--- src/rtl/buffer_uart_tx.sv ---
// Drains bytes from an upstream byte buffer and sends each as an 8N1 UART frame on tx.
// Define UART_TX_PARITY_EN to add an even-parity bit after the data bits (8E1 framing).
module buffer_uart_tx #(
    parameter int unsigned CLK_PER_BIT      = 16,
    parameter int unsigned BUFFER_ADDR_SIZE = 2
) (
    input  logic                        clk,
    input  logic                        reset,
    input  logic [BUFFER_ADDR_SIZE-1:0] buf_avai,
    input  logic [7:0]                  buf_data,
    output logic                        buf_pop,
    output logic                        tx,
    output logic                        busy
);

    localparam logic [15:0] BitLast = 16'(CLK_PER_BIT - 1);

`ifdef UART_TX_PARITY_EN
    typedef enum logic [2:0] {StIdle, StStart, StData, StParity, StStop} state_e;
`else
    typedef enum logic [1:0] {StIdle, StStart, StData, StStop} state_e;
`endif

    state_e      state_q, state_d;
    logic [15:0] cnt_q, cnt_d;
    logic [2:0]  idx_q, idx_d;
    logic [7:0]  shift_q, shift_d;
    logic        tx_q, tx_d;
    logic        pop_q, pop_d;
`ifdef UART_TX_PARITY_EN
    logic        par_q, par_d;
`endif

    logic avai;
    logic bit_done;

    assign avai     = (buf_avai != '0);
    assign bit_done = (cnt_q == BitLast);

    // pop_q is a registered request: the pop cycle itself is still IDLE, and the byte is
    // captured on the edge that ends it, so the head byte is read before the buffer advances.
    always_comb begin
        state_d = state_q;
        cnt_d   = cnt_q;
        idx_d   = idx_q;
        shift_d = shift_q;
        tx_d    = tx_q;
        pop_d   = 1'b0;
`ifdef UART_TX_PARITY_EN
        par_d   = par_q;
`endif
        if (state_q != StIdle) begin
            cnt_d = bit_done ? '0 : cnt_q + 16'd1;
        end

        unique case (state_q)
            StIdle: begin
                tx_d = 1'b1;
                if (pop_q) begin
                    if (avai) begin
                        shift_d = buf_data;
`ifdef UART_TX_PARITY_EN
                        par_d   = ^buf_data;
`endif
                        cnt_d   = '0;
                        idx_d   = '0;
                        tx_d    = 1'b0;
                        state_d = StStart;
                    end
                end else begin
                    pop_d = avai;
                end
            end
            StStart: begin
                if (bit_done) begin
                    tx_d    = shift_q[0];
                    state_d = StData;
                end
            end
            StData: begin
                if (bit_done) begin
                    if (idx_q == 3'd7) begin
                        idx_d   = '0;
`ifdef UART_TX_PARITY_EN
                        tx_d    = par_q;
                        state_d = StParity;
`else
                        tx_d    = 1'b1;
                        state_d = StStop;
`endif
                    end else begin
                        idx_d   = idx_q + 3'd1;
                        shift_d = {1'b0, shift_q[7:1]};
                        tx_d    = shift_q[1];
                    end
                end
            end
`ifdef UART_TX_PARITY_EN
            StParity: begin
                if (bit_done) begin
                    tx_d    = 1'b1;
                    state_d = StStop;
                end
            end
`endif
            StStop: begin
                if (bit_done) begin
                    tx_d    = 1'b1;
                    state_d = StIdle;
                    // Request the next byte now so back-to-back pops land on the first IDLE cycle.
                    pop_d   = avai;
                end
            end
            default: begin
                tx_d    = 1'b1;
                state_d = StIdle;
            end
        endcase
    end

    always_ff @(posedge clk) begin
        if (reset) begin
            state_q <= StIdle;
            cnt_q   <= '0;
            idx_q   <= '0;
            shift_q <= 8'h00;
            tx_q    <= 1'b1;
            pop_q   <= 1'b0;
`ifdef UART_TX_PARITY_EN
            par_q   <= 1'b0;
`endif
        end else begin
            state_q <= state_d;
            cnt_q   <= cnt_d;
            idx_q   <= idx_d;
            shift_q <= shift_d;
            tx_q    <= tx_d;
            pop_q   <= pop_d;
`ifdef UART_TX_PARITY_EN
            par_q   <= par_d;
`endif
        end
    end

    assign buf_pop = pop_q & avai & ~reset;
    assign tx      = tx_q;
    assign busy    = (state_q != StIdle);

endmodule

--- config.mk ---
export PLATFORM = sky130hd
export DESIGN_NAME = buffer_uart_tx
export DESIGN_NICKNAME = d
export VERILOG_FILES = /design/src/rtl/buffer_uart_tx.sv
export SDC_FILE = /design/constraint.sdc
export NUM_CORES = 1
export LEC_CHECK = 0
export CAP_MARGIN = 20
export CORE_UTILIZATION = 50
export CTS_BUF_LIST = sky130_fd_sc_hd__clkbuf_4 sky130_fd_sc_hd__clkbuf_8
export CTS_CLUSTER_SIZE = 14
export DETAILED_ROUTE_END_ITERATION = 10
export PLACE_DENSITY_LB_ADDON = 0.25
export SLEW_MARGIN = 20
export SYNTH_ARGS = -nofsm -noshare
export SYNTH_HDL_FRONTEND = slang
export SYNTH_SLANG_ARGS = --single-unit
--- constraint.sdc ---
create_clock -name clk -period 3.9 [get_ports clk]
set_input_delay 0.78 -clock clk [delete_from_list [all_inputs] [get_ports clk]]
set_output_delay 0.78 -clock clk [all_outputs]
set_load 0.02 [all_outputs]
# Word-level counts from Yosys, hierarchy flattened
# Cells that the tools add are included.
# totals
input_bits	12
ff_bits	31
# classes
mux	32
n_eq_ne	12
n_bitwise	3
n_reduce_logical	8
n_addsub	2
# ops
op	count
$mux W16	5
$mux W8	4
$add A16 B1 Y16 const B	1
$eq A16 B4 Y1 const B	1
$pmux W8 S2	1
$ne A2 B2 Y1 const B	7
$mux W2	6
$mux W3	4
$mux W1	8
$pmux W2 S4	1
$pmux W3 S2	1
$reduce_and A6 Y1	1
$reduce_bool A2 Y1	3
$reduce_and A5 Y1	1
$eq A2 B2 Y1 const B	2
$pmux W1 S4	1
$reduce_and A4 Y1	1
$add A3 B1 Y3 const B	1
$eq A3 B3 Y1 const B	1
$reduce_and A3 Y1	1
$and A1 B1 Y1	2
$eq A2 B1 Y1 const B	1
$logic_not A2 Y1	1
$pmux W1 S2	1
$not A1 Y1	1

# Longest topological paths before layout
# Gate-level depths: netlist (run 1).
# logic_depth
ltp_word	6
ltp_mapped	8
ltp_nobuf	7

# Worst setup path after synthesis (run 1)
# Ideal clock, no wire load.
# synth_timing
path_kind	input-to-output
from	input port reset
to	output port buf_pop
setup_slack_ns	1.658
t_arrival_ns	1.462
path_stages	3
cell_sequence	clkbuf_1 > clkbuf_1 > nor2_1
# synth_via
elab_chain_len	2
# synth_rtl
element	line	text
start, declared	8	input logic reset,
$not A1 Y1	145	assign buf_pop = pop_q & avai & ~reset;
$and A1 B1 Y1	145	
end, declared	11	output logic buf_pop,
# Every way passes these cells.

# Worst setup path after layout (run 1)
# layout_timing
from	register state_q[0]
to	output port busy
# layout_via
elab_chain_len	1
# layout_rtl
element	line	text
start, declared	24	state_e state_q, state_d;
start signal, assigned	123	state_q <= StIdle;
start signal, assigned	133	state_q <= state_d;
$reduce_bool A2 Y1	147	assign busy = (state_q != StIdle);
end, declared	13	output logic busy
# Every way passes these cells.

==> results of run 1 <==
how the worst max path moves through the flow:
stage / startpoint / endpoint / slack, ns / depth (start not counted)
after floorplan: reset / buf_pop / 1.66 / 3
after global placement: buf_avai[1] / buf_pop / 0.88 / 4
after detailed placement: buf_avai[1] / buf_pop / 0.86 / 4
after CTS: state_q[0] / busy / 0.81 / 4
after global routing: state_q[0] / busy / 0.66 / 4
final: state_q[0] / busy / 0.80 / 4
logic make-up after synthesis:
logic type	share of synthesized area, %
compound gates	18.36
fa+ha+maj	5.267
flops	37.32
mux	1.806
buf+inv	4.966
xor+xnor	1.580
simple gates	30.70
cell type report:
cell class | count | area (sq um) | area share (%)
Timing Repair Buffer | 17 | 162.7 | 8.558
Inverter | 8 | 30.03 | 1.580
Sequential cell | 31 | 620.6 | 32.65
Multi-Input combinational cell | 156 | 959.7 | 50.49
Clock buffer | 8 | 72.57 | 3.818
Tap cell | 44 | 55.05 | 2.897
flip-flops by register name, summed over array words and instances (netlist names):
name     count
idx_q        3
cnt_q       16
state_q      2
tx           1
shift_q      8
pop_q        1
per-stage QoR:
stage	cell area (sq um)	utilization, %
3_3_place_gp	1828	58.91
4_1_cts	1901	61.25
6_report	1901	61.25
2_1_floorplan	1663	-
5_1_grt	1901	61.25
3_5_place_dp	1828	58.91
metal layers:
metal	vias to the layer above	track usage [%]	part of all wire [%]
met5	-	0	0
met4	0	11.96	2.0
met3	7	5.628	3.3
met2	23	41.75	48
met1	750	29.36	46
li1	783	-	-
where the power goes:
group	internal (uW)	switching, uW	leakage, uW
Sequential	367	35.7	0.000251
Clock	113	113	0.0000420
Combinational	155	234	0.000414
cells in the mapped netlist (2+ instances only):
master	number
nand2_1	10
clkbuf_1	8
or4_4	2
a221oi_1	2
ha_1	7
buf_6	2
nor3_1	5
nor4_1	12
inv_1	7
o32ai_1	2
nor2_1	37
or2_2	2
o21ai_0	12
or3_1	6
dfxtp_1	31
nand2b_1	4
a31oi_1	6
a22oi_1	4
nand4b_1	2
mux2i_1	3
nand4_1	4
nand3_1	4
and3_1	3
a21oi_1	9
xnor2_1	3
and4_1	2
worst max-delay path, cell delays in order, from the launching register on:
cell and delay (ns):
dfxtp_1 0.34, inv_1 0.11, ha_1 0.49, clkinv_1 0.41, clkdlybuf4s50_1 0.64
==> impl_metrics.ini, run 1 <==
[yosys]
ys_seq_area_share_pct = 37.32
synth_seq_cells = 31
syn_inst = 205
async_flop_share_pct = 0
synth_edf_count = 0
synth_area_sq_um = 1663
yosys.cell_types.count = 42
yosysWarnings = 0
synth_area_leaders = dfxtp_1 (37%), nor2_1 (8.4%), ha_1 (5.3%)
synth_area_leader_cell = dfxtp_1
synthFlopType = dfxtp_1
avgSynthCellArea_sq_um = 8.111
syn-num-nets = 224
synth.top_cell.area_share_pct = 37.32

[placed_design]
gp_congestion = 0.8412
dp_hpwl_um = 2618
dp.cells = 256
io_buffers = 14
pre_cts_ws_ns = 0.8588

[cells_and_area]
layout-drive-gt1-share_pct = 8.636
most-common-layout-cells = nor2_1 (37), dfxtp_1 (31), clkdlybuf4s50_1 (14)
nets = 238
nFillCells = 304
final_common_cell = nor2_1
diodes = 0
fin_cells = 264
area_growth_pct = 14.30

[cts]
cts-root-buf = clkbuf_4
h-tree-depth = 2
cts_buffer_depth = 2
cts_hold_buf = 0
cts.reportedPaths.clkPinSlew_ns = 0.10
post_cts_resized = 0
postCtsSetupBuffers = 0
cts_tree = yes
numClockSinks = 31
insertion_delay_ns = 0.35
numCtsBuffers = 5

[route]
drc_errors = 0
postRouteAntennaNets = 0
vias_per_cell = 5.920
firstDrtPassIters = 4
dr_total_vias = 1563
route.final.wire_length_um = 3689
avgRoutedWirePerCell_um = 13.97
drt_iter0_markers = 79

[timing]
fin_crit_ns = 3.104
rsz0062_at_grt = false
final_min_period_over_clock_period_pct = 79.59
hold_violations = 0
tns_ns = 0
finalSetupViolCount = 0
setup_slack_ns = 0.7960
skew_ns = 0.01381
worst_slew_pin_slew_ns = 0.7222
whs_ns = 0.4870
max_freq_ghz = 0.3222
maxSlewViolCount = 0
relSlewSlack_pct = 51.41

[global_routing]
grt_pass1_vias = 1477
antenna_found_initial = 0
grt_pass1_wl_um = 6486
grt_use_total_pct = 24.70
grt_max_degree = 32
overflow = 0

[setup_path]
r2r-start = state_q[0]
crit_type = reg -> out
r2r-end = shift_q[3]
worst_r2r_path_depth = 7
r2r_setup_slack_ns = 1.31
crit_arrival_ns = 2.32
crit_fanout = 14
startpoint_type = register
cp-end-kind = output port
cp.required_ns = 3.12

[die]
core-area_sq_um = 3103
pin_count = 15
die_h_um = 59.67
rows = 20
die_w_um = 59.67
dieArea_sq_um = 3561
start_util_pct = 53.59

[min_path]
min_path_cells = 1
min_to = cnt_q[15]
worstHoldStart = cnt_q[15]
worst_hold_path_type = reg -> reg

[pwr]
ir_drop_mv = 0.3119
powerDensity_nw_per_um2 = 535.6
total_power_uw = 1018
cellLeakagePower_uw = 0.0007079

[flow_run]
drv_cap = 0

[run_status]
status = finished clean
No activity file was read; power rests on OpenSTA's default activity.
==> run 2: changes to the inputs <==
clock period = 2.7 ns   (was 3.9 ns; I/O delays follow)
==> run 2 against run 1 <==
Critical path depth did not move. Via count hardly changed. Register-to-register slack lost 0.95 ns. Critical path type is now in -> out. Critical endpoint is now buf_pop. Largest cell class unchanged.
==> impl_metrics.ini, run 2 (same netlist as run 1, synthesis figures left out) <==
[run_status]
status = finished clean

[flow_run]
drv_cap = 0

[route]
avgRoutedWirePerCell_um = 13.63
vias_per_cell = 5.880
drc_errors = 0
dr_total_vias = 1564
postRouteAntennaNets = 0
route.final.wire_length_um = 3625
firstDrtPassIters = 4
drt_iter0_markers = 111

[pwr]
ir_drop_mv = 0.6046
cellLeakagePower_uw = 0.0007142
powerDensity_nw_per_um2 = 753.3

[placed_design]
pre_cts_ws_ns = 0.2569
placed_cell_area_sq_um = 1851
gp_congestion = 0.8311
dp_hpwl_um = 2653
io_buffers = 14

[timing]
skew_ns = 0.002333
setup_slack_ns = 0.2756
fin_crit_ns = 2.424
relSlewSlack_pct = 51.52
hold_violations = 0
rsz0062_at_grt = false
finalSetupViolCount = 0
final_min_period_over_clock_period_pct = 89.79
max_freq_ghz = 0.4125
tns_ns = 0
whs_ns = 0.4878
worst_slew_pin_slew_ns = 0.7206
maxSlewViolCount = 0

[cells_and_area]
regMostFlops = cnt_q
layout-drive-gt1-share_pct = 9.459
final_common_cell = nor2_1
fin_area_sq_um = 1907
most-common-layout-cells = nor2_1 (37), dfxtp_1 (31), clkdlybuf4s50_1 (14)
largest_reg_flops = 16
area_growth_pct = 14.67
diodes = 0
nets = 241
reg.largest.list = cnt_q: 16 flops, shift_q: 8 flops, idx_q: 3 flops

[setup_path]
r2r_setup_slack_ns = 0.36
startpoint_type = primary input
cp-end-kind = output port
r2r-start = cnt_q[6]
path_cells = clkdlybuf4s50_1 > o21ai_0 > nor2_1 > clkdlybuf4s50_1
crit_type = in -> out
crit_fanout = 3
crit_arrival_ns = 1.88
cp.required_ns = 2.16
path_buf_inv = 2
slowest_delay_ns = 0.60
crit_top_cell = clkdlybuf4s50_1
r2r-end = shift_q[3]
crit_slowest_cell = clkdlybuf4s50_1
cp_top_family = buffers and inverters
worst_r2r_path_depth = 5

[min_path]
min_to = cnt_q[15]
worst_hold_path_type = reg -> reg
worstHoldStart = cnt_q[15]
min_path_cells = 1

[global_routing]
overflow = 0
grt_pass1_vias = 1464
grt_pass1_wl_um = 6354
antenna_found_initial = 0
grt_use_total_pct = 23.83
grt_max_degree = 32

[cts]
post_cts_resized = 0
numCtsBuffers = 5
insertion_delay_ns = 0.33
postCtsSetupBuffers = 0
h-tree-depth = 2
cts_hold_buf = 0
cts-root-buf = clkbuf_4
cts_tree = yes
cts.reportedPaths.clkPinSlew_ns = 0.09
cts_buffer_depth = 2
numClockSinks = 31

[die]
die_w_um = 59.67
pin_count = 15
rows = 20
core-area_sq_um = 3103
start_util_pct = 53.59
dieArea_sq_um = 3561
die_h_um = 59.67
-- run 2: worst reg2reg max path, cell delays in order (launching register included) --
cell and delay [ns]:
dfxtp_1 0.38, or4_4 0.54, or4_4 0.62, o31ai_4 0.37
nor2_1 0.08, nor4_1 0.27
-- run 2: metal layers --
metal | vias to the layer above | track usage (%) | part of all wire, %
met3 | 9 | 4.762 | 3.6
met1 | 740 | 28.80 | 45
li1 | 782 | - | -
met4 | 0 | 12.96 | 1.9
met2 | 33 | 39.52 | 49
met5 | - | 0 | 0
-- run 2: through the flow --
step | cells | total power, uW | utilization, %
2_1_floorplan | 205 | 992.8 | -
3_3_place_gp | 259 | 1146 | 59.64
3_5_place_dp | 259 | 1168 | 59.64
4_1_cts | 266 | 1445 | 61.45
5_1_grt | 266 | 1546 | 61.45
6_report | 266 | 1436 | 61.45
-- run 2: how the worst max path moves through the flow --
stage / from / endpoint / slack [ns] / depth (start not counted)
5_1_grt: state_q[0] / busy / 0.17 / 4
4_1_cts: buf_avai[1] / buf_pop / 0.27 / 4
3_3_place_gp: buf_avai[1] / buf_pop / 0.29 / 4
2_1_floorplan: cnt_q[5] / shift_q[3] / 0.49 / 7
6_report: buf_avai[1] / buf_pop / 0.28 / 4
3_5_place_dp: buf_avai[1] / shift_q[3] / 0.26 / 7
-- run 2: area by class of cell --
cell class	instances	area (sq um)
Clock buffer	6	51.30
Sequential cell	31	620.6
Inverter	8	30.03
Tap cell	44	55.05
Clock inverter	1	5.005
Multi-Input combinational cell	156	959.7
Timing Repair Buffer	20	185.2
Fill cell	305	1196
-- run 2: where the power goes --
group	internal [uW]	total (uW)	switching, uW
Clock	120	279	158
Combinational	237	578	341
Sequential	530	580	49.9
Total	887	1440	549
